==> config.mk <==
export PLATFORM = sky130hd
export DESIGN_NAME = id_ex_stage
export DESIGN_NICKNAME = d
export VERILOG_FILES = /design/src/rtl/id_ex_stage_pkg.sv /design/src/rtl/load_use_detect.sv /design/src/rtl/id_ex_stage.sv
export SDC_FILE = /design/constraint.sdc
export NUM_CORES = 1
export LEC_CHECK = 0
export CORE_MARGIN = 1.5
export CORE_UTILIZATION = 46
export CTS_BUF_LIST = sky130_fd_sc_hd__clkbuf_4
export DETAILED_ROUTE_END_ITERATION = 8
export GPL_TIMING_DRIVEN = 0
export PLACE_DENSITY = 0.95
export SLEW_MARGIN = 20
export SYNTH_ARGS = -nofsm -noshare
export SYNTH_HDL_FRONTEND = slang
export SYNTH_SLANG_ARGS = --single-unit
==> constraint.sdc <==
create_clock -name clk -period 6.35 [get_ports clk]
set_input_delay 1.27 -clock clk [delete_from_list [all_inputs] [get_ports clk]]
set_output_delay 1.27 -clock clk [all_outputs]
set_load 0.02 [all_outputs]
==> src/rtl/id_ex_stage_pkg.sv <==
// rtl/id_ex_stage_pkg.sv - shared decode control bundle for the ID/EX stage
// Purpose : single definition of the decoder control bundle carried from ID
//           into EX, plus the helper telling whether an instruction reads rt.
// Contents: ctrl_t     - packed control bits, MSB first
//           CTRL_W     - width of the control bundle
//           reads_rt() - 1 when the instruction consumes the rt register value
package id_ex_stage_pkg;

   typedef struct packed {
      logic reg_dst;
      logic reg_write;
      logic ext_op;
      logic alu_src;
      logic mem_write;
      logic mem_to_reg;
      logic beq;
      logic bne;
      logic j;
   } ctrl_t;

   localparam int CTRL_W = $bits(ctrl_t);

   // R-type ops, stores and branches read rt; immediate ALU ops and loads
   // only use rt as a destination, so they cannot create an rt hazard.
   function automatic logic reads_rt(input ctrl_t c);
      return c.reg_dst | c.mem_write | c.beq | c.bne;
   endfunction

endpackage

==> src/rtl/load_use_detect.sv <==
// rtl/load_use_detect.sv - load-use hazard compare between EX and ID slots
// Purpose : raises hazard when the load in EX writes a register the decode
//           slot needs next cycle. Purely combinational.
// Ports   : ex_valid, ex_mem_to_reg, ex_wreg - load currently in EX
//           id_valid, id_rs, id_rt, id_ctrl   - instruction in decode
//           hazard                            - load-use hazard detected
module load_use_detect
   import id_ex_stage_pkg::*;
(
   input  logic       ex_valid,
   input  logic       ex_mem_to_reg,
   input  logic [4:0] ex_wreg,
   input  logic       id_valid,
   input  logic [4:0] id_rs,
   input  logic [4:0] id_rt,
   input  ctrl_t      id_ctrl,
   output logic       hazard
);

   logic rs_match;
   logic rt_match;

   // $0 is hard-wired, so a load targeting it never produces a real value.
   assign rs_match = (ex_wreg == id_rs);
   assign rt_match = (ex_wreg == id_rt) & reads_rt(id_ctrl);
   assign hazard   = ex_valid & ex_mem_to_reg & id_valid & (ex_wreg != 5'd0)
                   & (rs_match | rt_match);

endmodule

==> src/rtl/id_ex_stage.sv <==
// rtl/id_ex_stage.sv - ID/EX pipeline register with load-use stall and flush
// Purpose : captures decoded controls and operands into EX, inserts a bubble
//           on flush or load-use hazard, counts stall and flush cycles.
// Ports   : clk, rst_n                 - clock, async active-low reset
//           id_*                       - decode slot controls and operands
//           flush                      - taken branch/jump kills decode slot
//           ex_*                       - registered EX copies (ex_imm extended)
//           stall                      - hold PC and IF/ID this cycle
//           stall_cnt, flush_cnt       - saturating event counters
module id_ex_stage
   import id_ex_stage_pkg::*;
#(
   parameter int DATA_W = 32,
   parameter int CNT_W  = 16
) (
   input  logic              clk,
   input  logic              rst_n,
   input  logic              id_valid,
   input  logic              id_reg_dst,
   input  logic              id_reg_write,
   input  logic              id_ext_op,
   input  logic              id_alu_src,
   input  logic              id_mem_write,
   input  logic              id_mem_to_reg,
   input  logic              id_beq,
   input  logic              id_bne,
   input  logic              id_j,
   input  logic [DATA_W-1:0] id_pc4,
   input  logic [DATA_W-1:0] id_rs_data,
   input  logic [DATA_W-1:0] id_rt_data,
   input  logic [15:0]       id_imm16,
   input  logic [4:0]        id_rs,
   input  logic [4:0]        id_rt,
   input  logic [4:0]        id_rd,
   input  logic [5:0]        id_funct,
   input  logic              flush,
   output logic              ex_valid,
   output logic              ex_reg_dst,
   output logic              ex_reg_write,
   output logic              ex_ext_op,
   output logic              ex_alu_src,
   output logic              ex_mem_write,
   output logic              ex_mem_to_reg,
   output logic              ex_beq,
   output logic              ex_bne,
   output logic              ex_j,
   output logic [DATA_W-1:0] ex_pc4,
   output logic [DATA_W-1:0] ex_rs_data,
   output logic [DATA_W-1:0] ex_rt_data,
   output logic [DATA_W-1:0] ex_imm,
   output logic [4:0]        ex_rs,
   output logic [4:0]        ex_rt,
   output logic [4:0]        ex_wreg,
   output logic [5:0]        ex_funct,
   output logic              stall,
   output logic [CNT_W-1:0]  stall_cnt,
   output logic [CNT_W-1:0]  flush_cnt
);

   ctrl_t             id_ctrl;
   ctrl_t             ex_ctrl;
   logic              hazard;
   logic              bubble;
   logic [DATA_W-1:0] imm_ext;

   assign id_ctrl = '{reg_dst: id_reg_dst, reg_write: id_reg_write,
                      ext_op: id_ext_op, alu_src: id_alu_src,
                      mem_write: id_mem_write, mem_to_reg: id_mem_to_reg,
                      beq: id_beq, bne: id_bne, j: id_j};

   load_use_detect u_load_use_detect (
      .ex_valid      (ex_valid),
      .ex_mem_to_reg (ex_ctrl.mem_to_reg),
      .ex_wreg       (ex_wreg),
      .id_valid      (id_valid),
      .id_rs         (id_rs),
      .id_rt         (id_rt),
      .id_ctrl       (id_ctrl),
      .hazard        (hazard)
   );

   // A flush already discards the decode slot, so holding it would be pointless.
   assign stall  = hazard & ~flush;
   assign bubble = flush | stall;

   assign imm_ext = {{(DATA_W-16){id_imm16[15] & id_ext_op}}, id_imm16};

   always_ff @(posedge clk or negedge rst_n) begin
      if (!rst_n) begin
         ex_valid   <= 1'b0;
         ex_ctrl    <= '0;
         ex_pc4     <= '0;
         ex_rs_data <= '0;
         ex_rt_data <= '0;
         ex_imm     <= '0;
         ex_rs      <= '0;
         ex_rt      <= '0;
         ex_wreg    <= '0;
         ex_funct   <= '0;
         stall_cnt  <= '0;
         flush_cnt  <= '0;
      end else begin
         if (bubble) begin
            // Datapath fields are left holding; only valid/controls matter.
            ex_valid <= 1'b0;
            ex_ctrl  <= '0;
         end else begin
            ex_valid   <= id_valid;
            ex_ctrl    <= id_valid ? id_ctrl : ctrl_t'('0);
            ex_pc4     <= id_pc4;
            ex_rs_data <= id_rs_data;
            ex_rt_data <= id_rt_data;
            ex_imm     <= imm_ext;
            ex_rs      <= id_rs;
            ex_rt      <= id_rt;
            ex_wreg    <= id_reg_dst ? id_rd : id_rt;
            ex_funct   <= id_funct;
         end
         if (stall && (stall_cnt != '1))
            stall_cnt <= stall_cnt + CNT_W'(1);
         if (flush && (flush_cnt != '1))
            flush_cnt <= flush_cnt + CNT_W'(1);
      end
   end

   assign ex_reg_dst    = ex_ctrl.reg_dst;
   assign ex_reg_write  = ex_ctrl.reg_write;
   assign ex_ext_op     = ex_ctrl.ext_op;
   assign ex_alu_src    = ex_ctrl.alu_src;
   assign ex_mem_write  = ex_ctrl.mem_write;
   assign ex_mem_to_reg = ex_ctrl.mem_to_reg;
   assign ex_beq        = ex_ctrl.beq;
   assign ex_bne        = ex_ctrl.bne;
   assign ex_j          = ex_ctrl.j;

endmodule

After elaboration in Yosys (flattened, before gate mapping)
Index checks and enable logic that the tools add are counted.
{"block": "totals", "rom_bits": 0, "output_inout_bits": 192, "mem_count": 0, "input_bits": 146, "ramBits": 0, "wordCells": 46, "regBits": 176, "latchBits": 0}
{"block": "classes", "n_addsub": 2, "mux": 4, "shifts": 0, "multipliers": 0, "n_eq_ne": 4, "n_reduce_logical": 3, "n_lt_le_gt_ge": 0, "n_div": 0, "bitwise": 13}
{"operator": "16-bit by 1-bit adder with 16-bit output (second input constant)", "count": 2}
{"operator": "16-bit != test (second input constant)", "count": 2}
{"operator": "9-bit 2-to-1 mux", "count": 2}
{"operator": "5-bit == test", "count": 2}
{"operator": "1-bit bitwise AND", "count": 7}
{"operator": "5-bit 2-to-1 mux", "count": 1}
{"operator": "1-bit bitwise OR", "count": 5}
{"operator": "5-bit nonzero test", "count": 1}
{"operator": "1-bit logical AND", "count": 2}
{"operator": "1-bit 2-to-1 mux", "count": 1}
{"operator": "1-bit inverter", "count": 1}

Logic depth before layout (Yosys ltp)
Gate-level depths: netlist of run 1.
{"block": "depth", "ltp_word": 9, "mapped_depth": 8, "depth_no_buf": 6}

Modules after synthesis
From an unflattened synthesis of run 1, not the netlist that was laid out.
{"block": "hier_totals", "cells_unflattened": 505, "area_unflattened_um2": 7165.6}
{"module": "id_ex_stage", "seq_area_each_um2": 4404.2, "cells_per_inst": 487, "area_per_inst_um2": 7029.2, "n_inst": 1}
{"module": "load_use_detect", "seq_area_each_um2": 0.0, "cells_per_inst": 18, "area_per_inst_um2": 136.4, "n_inst": 1}

Worst setup path after synthesis of run 1
Ideal clock, no wire load.
{"block": "synth_path", "path_type": "input to output", "from": "input id_reg_dst", "to": "output stall", "path_buffers": 2, "setup_slack_ns": 2.456, "t_arrival_ns": 2.624, "cell_stages": 7, "required_time_ns": 5.080, "path_cell_list": "buf_2 > nor4_1 > nor4_1 > a22oi_2 > nand2b_1 > clkbuf_1 > nor2_1"}
{"block": "synth_between", "elab_chain_len": 7}
{"element": "start, declared", "line_no": "id_ex_stage.sv:19", "source": "input logic id_reg_dst,"}
{"element": "1-bit bitwise OR (3 in a row)", "line_no": "id_ex_stage_pkg.sv:26", "source": "return c.reg_dst | c.mem_write | c.beq | c.bne;"}
{"element": "1-bit bitwise AND", "line_no": "load_use_detect.sv:25", "source": "assign rt_match = (ex_wreg == id_rt) & reads_rt(id_ctrl);"}
{"element": "1-bit bitwise OR", "line_no": "load_use_detect.sv:27", "source": "& (rs_match | rt_match);"}
{"element": "1-bit bitwise AND", "line_no": "load_use_detect.sv:27"}
{"element": "1-bit bitwise AND", "line_no": "id_ex_stage.sv:83", "source": "assign stall = hazard & ~flush;"}
{"element": "end, declared", "line_no": "id_ex_stage.sv:55", "source": "output logic stall,"}
Every way passes these cells.

Worst setup path after layout of run 1
{"block": "layout_path", "from": "input id_mem_write", "to": "output stall"}
{"block": "layout_between", "elab_chain_len": 7}
{"element": "start, declared", "line_no": "id_ex_stage.sv:23", "source": "input logic id_mem_write,"}
{"element": "1-bit bitwise OR (3 in a row)", "line_no": "id_ex_stage_pkg.sv:26"}
{"element": "1-bit bitwise AND", "line_no": "load_use_detect.sv:25"}
{"element": "1-bit bitwise OR", "line_no": "load_use_detect.sv:27"}
{"element": "1-bit bitwise AND", "line_no": "load_use_detect.sv:27"}
{"element": "1-bit bitwise AND", "line_no": "id_ex_stage.sv:83"}
Every way passes these cells.

==> results of run 1 <==
[power by group through the flow]
stage / combinational, W / sequential (W) / clock, W
CTS: 0.000768 / 0.00132 / 0.000687
floorplan: 0.000215 / 0.00147 / 0
global placement: 0.000743 / 0.00133 / 0
global route: 0.000800 / 0.00133 / 0.000735
finish: 0.000761 / 0.00132 / 0.000669
detailed placement: 0.000765 / 0.00134 / 0
[worst paths after layout]
check	depth (start not counted)	from	to	slack, ns
worst max-delay path	8	id_mem_write	stall	1.19
worst min-delay path	1	flush_cnt[15]	flush_cnt[15]	0.51
worst max register to register	7	ex_wreg[3]	ex_rt_data[0]	3.73
worst min register to register	1	flush_cnt[15]	flush_cnt[15]	0.51
max in group asynchronous	2	rst_n	stall_cnt[11]	4.77
min in group asynchronous	1	rst_n	ex_imm[3]	0.71
[cell usage in the layout (no fill, tap or decap), types with 9 or more instances in the layout]
cell	instances
nand2_1	14
clkbuf_4	17
buf_4	15
nor4_1	11
dfrtp_1	176
mux2_4	70
clkdlybuf4s50_1	335
nor3_1	9
mux2_2	72
xnor2_1	12
nand4_1	12
nand3_1	14
xor2_1	25
and3_1	13
[layer usage]
metal	vias to the layer above	wire length, µm
li1	2457	-
met1	2710	7843
met2	261	10930
met3	28	1848
met4	0	433
met5	-	0
[metrics by stage]
| stage | instance area, µm² | hold slack, ns | setup TNS [ns] | power [W] |
|---|---|---|---|---|
| finish | 11430 | 0.5055 | 0 | 0.002750 |
| global route | 11430 | 0.5306 | 0 | 0.002870 |
| CTS | 11430 | 0.5067 | 0 | 0.002774 |
| detailed placement | 11130 | 0.4853 | 0 | 0.002106 |
| global placement | 11100 | 0.4826 | -560.69 | 0.002075 |
| floorplan | 7467 | 0.5891 | 0 | 0.001682 |
[logic make-up after synthesis]
family                     synth area share
DFF                                  0.5898
muxes                                0.2493
and+or+nand+nor                     0.06585
buffers and inverters               0.03703
xor gates and xnor gates            0.04340
AOI/OAI and AO/OA                   0.01123
adders and majority gates          0.003351
[cell type report]
cell class / count / share of cell area
inverter: 5 / 0.001643
sequential: 176 / 0.3855
timing repair buffer: 337 / 0.2972
multi-input combinational: 282 / 0.2439
clock buffer: 17 / 0.01117
buffer: 35 / 0.02256
tap: 216 / 0.02365
clock inverter: 15 / 0.01445
==> flow_metrics.py, run 1 <==
metrics = {
    "global_routing": {
        "track_usage": 0.2394,
        "grt_busiest_layer": "met2",
        "use_met2": 0.4192,
        "grt_overflow": 0,
        "grt_pass1_wl_um": 30420,
        "antenna_found_initial": 0,
        "grt_pass1_vias": 5461,
        "use_met3": 0.08021,
        "grt_max_degree": 95,
        "gr-usage-met1": 0.2787,
    },
    "cells_and_area": {
        "multi_input_area_um2": 2786,
        "fill_cells": 1037,
        "reg_top3": "ex_pc4: 32 flops, ex_rs_data: 32 flops, ex_rt_data: 32 flops",
        "drive_above_1_share": 0.2399,
        "final_nets": 1002,
        "register_area_um2": 4404,
        "area_delta_synth_final_pct": 53.02,
        "stdcell_count": 1083,
        "utilization": 0.7193,
        "diodes": 0,
    },
    "critical_path": {
        "critPathSlowestCell": "clkdlybuf4s50_1",
        "worstPathRequired_ns": 5.08,
        "arrival_ns": 3.89,
        "slowest_delay_ns": 0.55,
        "crit_fanout": 10,
        "worstSetupStartpointType": "primary input",
        "crit_chain": "clkdlybuf4s50_1 -> nor4_1 -> nor4_1 -> a22oi_2 -> nand2b_1 -> clkbuf_1 -> nor2_1 -> clkdlybuf4s50_1",
        "path_buf_inv": 3,
        "crit_type": "primary input to primary output",
        "cp_top_family": "buffers and inverters",
        "critPathCaptureType": "primary output",
    },
    "clock_tree": {
        "worstSkewPairLatency_ns": 0.56,
        "post_cts.repair.setup_buffers": 0,
        "cts_tree": "built",
        "post_cts_resized": 0,
        "ctsHoldBuffers": 0,
        "cts.sinks": 176,
        "numCtsBuffers": 17,
        "cts_buffer_depth": 2,
        "clkTransAtPathRegs_ns": 0.14,
        "ctsRootBufferMaster": "clkbuf_4",
        "cts_htree_levels": 4,
    },
    "sta": {
        "hold_violations": 0,
        "worst_pin_slew_ns": 0.7173,
        "fin_crit_sh": 0.8127,
        "slew_headroom": 0.5218,
        "setup_violations": 0,
        "rsz0062_at_grt": "false",
        "period_minus_slack_ns": 5.160,
        "fmax_mhz": 193.8,
        "slew_violations": 0,
        "clock-skew-final_ns": 0.02326,
        "worst_slack_ns": 1.190,
    },
    "yosys": {
        "synth-edff-count": 0,
        "synth_area_um2": 7467,
        "synthTopCellsByArea": "dfrtp_1, mux2_4, mux2_2",
        "yosysTopAreaCell": "dfrtp_1",
        "ys_warn_count": 0,
        "ys_seq_elements": 176,
        "syn_inst": 498,
        "synth_common_cells": "dfrtp_1, mux2_2, mux2_4, xor2_1, buf_4",
        "synth_top_area_frac": 0.5898,
        "synth_seq_area_share": 0.5898,
        "synth_most_common_cell": "dfrtp_1",
        "synth.net_count": 646,
        "synthArstFlopShare": 1.000,
        "ys_types": 33,
        "synth_ff_type": "dfrtp_1",
        "syn-mean-instance-area_um2": 14.99,
    },
    "die": {
        "die-area_um2": 17010,
        "rows": 46,
        "core_area_um2": 15890,
        "initial_utilization": 0.4701,
        "die_w_um": 130.4,
        "die_h_um": 130.4,
        "io_pins": 338,
    },
    "power": {
        "p_int_w": 0.001931,
        "ir_drop_mv": 0.1586,
        "p_comb_frac": 0.277,
        "p_per_area_nw_per_um2": 240.7,
        "switchingPower_w": 0.0008193,
        "p_clk_frac": 0.243,
        "switching_share": 0.2979,
        "leakagePower_nw": 5.012,
        "seqPwrFrac": 0.480,
    },
    "place": {
        "post-place-ws_ns": 1.240,
        "placed_cells": 1051,
        "dp_hpwl_um": 16410,
        "routabilityCongestion": 0.8427,
        "portBuffers": 336,
    },
    "route": {
        "drt_iter0_drc": 264,
        "ant_nets": 0,
        "vias_per_cell": 5.038,
        "drc": 0,
        "drt-total-wl_um": 21060,
        "wl_per_cell_um": 19.44,
        "vias": 5456,
        "drtPass1Iterations": 6,
    },
    "status": {
        "run_status": "completed",
    },
    "flow_run": {
        "drv_cap": 0,
    },
    "worst_hold_path": {
        "hold_class": "register to register",
    },
}
Note: power is estimated with default switching activity, not from simulation.
==> inputs of run 2 (changes only) <==
--- a/config.mk
+++ b/config.mk
@@ -6,11 +6,11 @@
 export NUM_CORES = 1
 export LEC_CHECK = 0
 export CORE_MARGIN = 1.5
-export CORE_UTILIZATION = 46
+export CORE_UTILIZATION = 43
 export CTS_BUF_LIST = sky130_fd_sc_hd__clkbuf_4
 export DETAILED_ROUTE_END_ITERATION = 8
 export GPL_TIMING_DRIVEN = 0
-export PLACE_DENSITY = 0.95
+export PLACE_DENSITY = 0.91
 export SLEW_MARGIN = 20
 export SYNTH_ARGS = -nofsm -noshare
 export SYNTH_HDL_FRONTEND = slang
==> constraint.sdc (replaced) <==
create_clock -name clk -period 5 [get_ports clk]
set_input_delay 1 -clock clk [delete_from_list [all_inputs] [get_ports clk]]
set_output_delay 1 -clock clk [all_outputs]
set_load 0.02 [all_outputs]
==> run 2 against run 1 <==
Clock power up 13%. Critical path type unchanged. Non-clock buffer count unchanged. Cell count up 0.83%. Die area up 6.8%. Highest routed layer unchanged. Critical path depth unchanged. Core utilization down 5.3 points. Combinational power up 26%. First-iteration DRC count down 16%. Count of clock-buffer cells in the layout unchanged. Critical endpoint unchanged. Design area down 0.24%. Worst hold slack worse by 0.12 ns. Routed wire length down 5.8%.
==> flow_metrics.py, run 2 (synthesis results as in run 1) <==
metrics = {
    "place": {
        "postPlaceCellArea_um2": 11140,
        "dp_hpwl_um": 15120,
        "post-place-ws_ns": 0.4441,
        "placed_cells": 1060,
        "routabilityCongestion": 0.8360,
        "portBuffers": 336,
    },
    "status": {
        "run_status": "completed",
    },
    "die": {
        "core_area_um2": 17120,
        "rows": 48,
        "die-area_um2": 18170,
        "initial_utilization": 0.4363,
        "die_h_um": 134.8,
        "die_w_um": 134.8,
        "io_pins": 338,
    },
    "clock_tree": {
        "cts.sinks": 176,
        "post_cts.repair.setup_buffers": 0,
        "numCtsBuffers": 17,
        "cts_htree_levels": 4,
        "cts_buffer_depth": 2,
        "ctsRootBufferMaster": "clkbuf_4",
        "post_cts_resized": 0,
        "ctsHoldBuffers": 0,
        "cts_tree": "built",
        "clkTransAtPathRegs_ns": 0.16,
        "worstSkewPairLatency_ns": 0.55,
    },
    "critical_path": {
        "reg2reg_from": "ex_wreg[3]",
        "reg2regPathDepth": 7,
        "crit_type": "primary input to primary output",
        "worstSetupStartpointType": "primary input",
        "worstPathRequired_ns": 4.00,
        "critPathCaptureType": "primary output",
        "r2r_end": "ex_rs_data[4]",
        "arrival_ns": 3.56,
        "crit_fanout": 10,
        "rrSetupSlack_ns": 2.39,
    },
    "flow_run": {
        "drv_cap": 0,
    },
    "power": {
        "ir_drop_mv": 0.2783,
        "p_clk_frac": 0.223,
        "leakagePower_nw": 4.990,
        "p_int_w": 0.002321,
        "switchingPower_w": 0.001066,
        "seqPwrFrac": 0.494,
        "p_per_area_nw_per_um2": 297.2,
        "totalPowerFinal_w": 0.003388,
        "p_comb_frac": 0.283,
        "switching_share": 0.3148,
    },
    "cells_and_area": {
        "mostFrequentLayoutCell": "clkdlybuf4s50_1",
        "stdcell_count": 1092,
        "fill_cells": 1241,
        "register_area_um2": 4404,
        "reg_top3": "ex_pc4: 32 flops, ex_rs_data: 32 flops, ex_rt_data: 32 flops",
        "fin_area_um2": 11400,
        "area_delta_synth_final_pct": 52.65,
        "final_nets": 1002,
        "drive_above_1_share": 0.2399,
        "multi_input_area_um2": 2786,
        "diodes": 0,
        "most-common-layout-cells": "clkdlybuf4s50_1, dfrtp_1, mux2_2, mux2_4, xor2_1",
    },
    "sta": {
        "fmax_mhz": 219.3,
        "clock-skew-final_ns": 0.02714,
        "setup_violations": 0,
        "worst_pin_slew_ns": 0.6756,
        "slew_violations": 0,
        "rsz0062_at_grt": "false",
        "worst_slack_ns": 0.4394,
        "period_minus_slack_ns": 4.561,
        "hold_violations": 0,
        "fin_crit_sh": 0.9121,
        "slew_headroom": 0.5496,
        "tns_ns": 0,
    },
    "global_routing": {
        "grt_overflow": 0,
        "track_usage": 0.2141,
        "grt_max_degree": 94,
        "antenna_found_initial": 0,
        "grt_pass1_wl_um": 29950,
        "grt_pass1_vias": 5490,
    },
    "worst_hold_path": {
        "hold_class": "primary input to asynchronous set/reset pin",
    },
    "route": {
        "wl_per_cell_um": 18.16,
        "drc": 0,
        "drtPass1Iterations": 5,
        "vias_per_cell": 4.874,
        "drt_iter0_drc": 223,
        "ant_nets": 0,
        "vias": 5322,
        "drt-total-wl_um": 19830,
    },
}
[run 2: power by group through the flow]
stage          logic, W  registers (W)  clock network (W)
6_report       0.000957        0.00167           0.000756
5_1_grt         0.00101        0.00169           0.000840
4_1_cts        0.000967        0.00167           0.000783
3_5_place_dp   0.000963        0.00170                  0
3_3_place_gp   0.000942        0.00169                  0
2_1_floorplan  0.000273        0.00186                  0
[run 2: metrics by stage]
| stage | utilization | hold slack (ns) |
|---|---|---|
| detailed placement | 0.6511 | 0.4906 |
| floorplan | - | 0.5891 |
| CTS | 0.6659 | 0.3897 |
| finish | 0.6659 | 0.3903 |
| global route | 0.6659 | 0.3967 |
| global placement | 0.6492 | 0.4832 |
[run 2: layout make-up]
type,count,share of cell area
flip-flops and latches,176,0.3864
repair buffers,337,0.2979
multi-input cells,282,0.2445
well taps,225,0.02470
plain buffers,35,0.02261
clock buffers,17,0.01120
clock inverters,15,0.01109
inverters,5,0.001647
[run 2: worst max path at each step]
stage,start,to,depth (start not counted)
floorplan,id_reg_dst,stall,7
global placement,rst_n,ex_rs_data[6],1
detailed placement,id_mem_write,stall,8
CTS,id_mem_write,stall,8
global route,id_mem_write,stall,8
finish,id_mem_write,stall,8
[run 2: metal layers]
metal  vias to the layer above  GRT usage  wire [µm]  share of wire
met4                         0    0.07288        433          0.022
met3                        30    0.06419       1549          0.078
li1                       2465          -          -              -
met2                       243     0.3684       9953           0.50
met5                         -          0          0              0
met1                      2584     0.2563       7892           0.40
[run 2: worst max-delay path, stage by stage]
cell             delay (ns)
clkdlybuf4s50_1        0.42
nor4_1                 0.31
nor4_1                 0.11
a22oi_2                0.47
nand2b_1               0.25
clkbuf_1               0.36
nor2_1                 0.08
clkdlybuf4s50_1        0.55
==> inputs of run 3 (changes only) <==
--- a/config.mk
+++ b/config.mk
@@ -10,7 +10,7 @@
 export CTS_BUF_LIST = sky130_fd_sc_hd__clkbuf_4
 export DETAILED_ROUTE_END_ITERATION = 8
 export GPL_TIMING_DRIVEN = 0
-export PLACE_DENSITY = 0.91
+export PLACE_DENSITY = 0.83
 export SLEW_MARGIN = 20
 export SYNTH_ARGS = -nofsm -noshare
 export SYNTH_HDL_FRONTEND = slang
==> run 3 against run 2 <==
First-iteration DRC count is 7.6% higher. Routed wire length down 2.0%. Die area unchanged. Flip-flop and latch count stayed put. Global-route usage shrank 0.14 points. Setup slack worse by 0.14 ns. Core utilization grew 0.14 points. Register-to-register slack got worse by 0.02 ns. Cell count is the same. Worst hold slack worse by 0.092 ns. Critical path type unchanged. Largest cell class unchanged.
==> flow_metrics.py, run 3 (synthesis results as in run 1) <==
metrics = {
    "die": {
        "io_pins": 338,
        "die-area_um2": 18170,
        "initial_utilization": 0.4363,
        "die_h_um": 134.8,
        "core_area_um2": 17120,
        "die_w_um": 134.8,
        "rows": 48,
    },
    "sta": {
        "clock-skew-final_ns": 0.02213,
        "slew_headroom": 0.6470,
        "rsz0062_at_grt": "false",
        "worst_slack_ns": 0.2962,
        "tns_ns": 0,
        "hold_ws_ns": 0.2985,
        "period_minus_slack_ns": 4.704,
        "hold_violations": 0,
        "fin_crit_sh": 0.9408,
        "worst_pin_slew_ns": 0.5294,
        "slew_violations": 0,
        "fmax_mhz": 212.6,
        "setup_violations": 0,
    },
    "clock_tree": {
        "ctsRootBufferMaster": "clkbuf_4",
        "cts_buffer_depth": 2,
        "cts_htree_levels": 4,
        "post_cts_resized": 0,
        "ctsHoldBuffers": 0,
        "clkTransAtPathRegs_ns": 0.15,
        "post_cts.repair.setup_buffers": 0,
        "worstSkewPairLatency_ns": 0.57,
        "cts_tree": "built",
        "numCtsBuffers": 17,
        "cts.sinks": 176,
    },
    "cells_and_area": {
        "drive_above_1_share": 0.2402,
        "fin_area_um2": 11420,
        "area_delta_synth_final_pct": 52.97,
        "reg_top3": "ex_pc4: 32 flops, ex_rs_data: 32 flops, ex_rt_data: 32 flops",
        "most-common-layout-cells": "clkdlybuf4s50_1, dfrtp_1, mux2_2, mux2_4, xor2_1",
        "stdcell_count": 1092,
        "mostFrequentLayoutCell": "clkdlybuf4s50_1",
        "final_nets": 1003,
        "fill_cells": 1288,
    },
    "global_routing": {
        "grt_overflow": 0,
        "use_met2": 0.3476,
        "track_usage": 0.2127,
        "grt_pass1_wl_um": 29490,
        "gr-usage-met1": 0.2562,
        "grt_pass1_vias": 5354,
        "antenna_found_initial": 1,
        "use_met3": 0.08483,
        "grt_max_degree": 70,
        "grt_busiest_layer": "met2",
    },
    "place": {
        "placed_cells": 1061,
        "post-place-ws_ns": 0.3713,
        "dp_hpwl_um": 14690,
        "routabilityCongestion": 0.8450,
        "postPlaceCellArea_um2": 11170,
        "portBuffers": 336,
    },
    "route": {
        "drtPass1Iterations": 4,
        "vias": 5352,
        "wl_per_cell_um": 17.80,
        "drt_iter0_drc": 240,
        "drc": 0,
        "drt-total-wl_um": 19440,
        "vias_per_cell": 4.901,
        "ant_nets": 0,
    },
    "worst_hold_path": {
        "hold_class": "primary input to asynchronous set/reset pin",
    },
    "critical_path": {
        "arrival_ns": 3.70,
        "crit_fanout": 10,
        "worstPathRequired_ns": 4.00,
        "critPathCaptureType": "primary output",
        "crit_type": "primary input to primary output",
        "worstSetupStartpointType": "primary input",
    },
    "power": {
        "ir_drop_mv": 0.2627,
        "leakagePower_nw": 4.988,
        "p_per_area_nw_per_um2": 296.1,
    },
    "status": {
        "run_status": "completed",
    },
    "flow_run": {
        "drv_cap": 0,
    },
}
[run 3: cell count changes in the layout (fill, tap and decap cells not counted), sizes merged]
cell,before,now
inv,13,8
clkinvlp,1,4
clkinv,6,4
buf,33,34
bufinv,0,1
clkbuf,21,22
diode,0,1
[run 3: worst max-delay path: stages]
cell             delay (ns)
clkdlybuf4s50_1        0.42
nor4_1                 0.49
nor4_1                 0.14
a22oi_2                0.48
nand2b_1               0.21
clkbuf_1               0.31
nor2_1                 0.08
clkdlybuf4s50_1        0.55
[run 3: final cells by class]
type                            count  area [µm²]  share of cell area
Sequential cell                   176        4404              0.3856
Timing Repair Buffer              338        3423              0.2997
Multi-Input combinational cell    282        2786              0.2439
Tap cell                          225       281.5             0.02465
Buffer                             35       257.7             0.02257
Clock buffer                       18       135.1             0.01183
Clock inverter                     12       112.6            0.009859
Inverter                            5       18.77            0.001643
Antenna cell                        1       2.502           0.0002191
[run 3: routing by layer]
| layer | wire, µm | share of wire | vias to the layer above |
|---|---|---|---|
| met1 | 7842 | 0.40 | 2637 |
| met4 | 352 | 0.018 | 0 |
| li1 | - | - | 2461 |
| met3 | 1901 | 0.098 | 22 |
| met2 | 9345 | 0.48 | 232 |
| met5 | 0 | 0 | - |
[run 3: report_power, final]
| part | switching, W | total (W) | leakage, nW | internal (W) |
|---|---|---|---|---|
| clock network | 0.000501 | 0.000751 | 0.125 | 0.000250 |
| registers | 0.000111 | 0.00167 | 2.13 | 0.00156 |
| logic | 0.000412 | 0.000957 | 2.73 | 0.000545 |
[run 3: worst paths after layout]
kind | from | cells after the start | slack, ns | end
setup / recovery | id_mem_write | 8 | 0.30 | stall
hold / removal | rst_n | 1 | 0.30 | ex_pc4[28]
setup reg to reg | ex_wreg[3] | 6 | 2.37 | ex_rt_data[31]
hold reg to reg | flush_cnt[15] | 1 | 0.50 | flush_cnt[15]
max in group asynchronous | rst_n | 2 | 4.02 | ex_imm[4]
min in group clk | flush_cnt[15] | 1 | 0.50 | flush_cnt[15]
[run 3: stage by stage]
stage	total power (W)	util
2_1_floorplan	0.002136	-
3_3_place_gp	0.002640	0.6492
3_5_place_dp	0.002663	0.6527
4_1_cts	0.003417	0.6672
5_1_grt	0.003537	0.6673
6_report	0.003382	0.6673
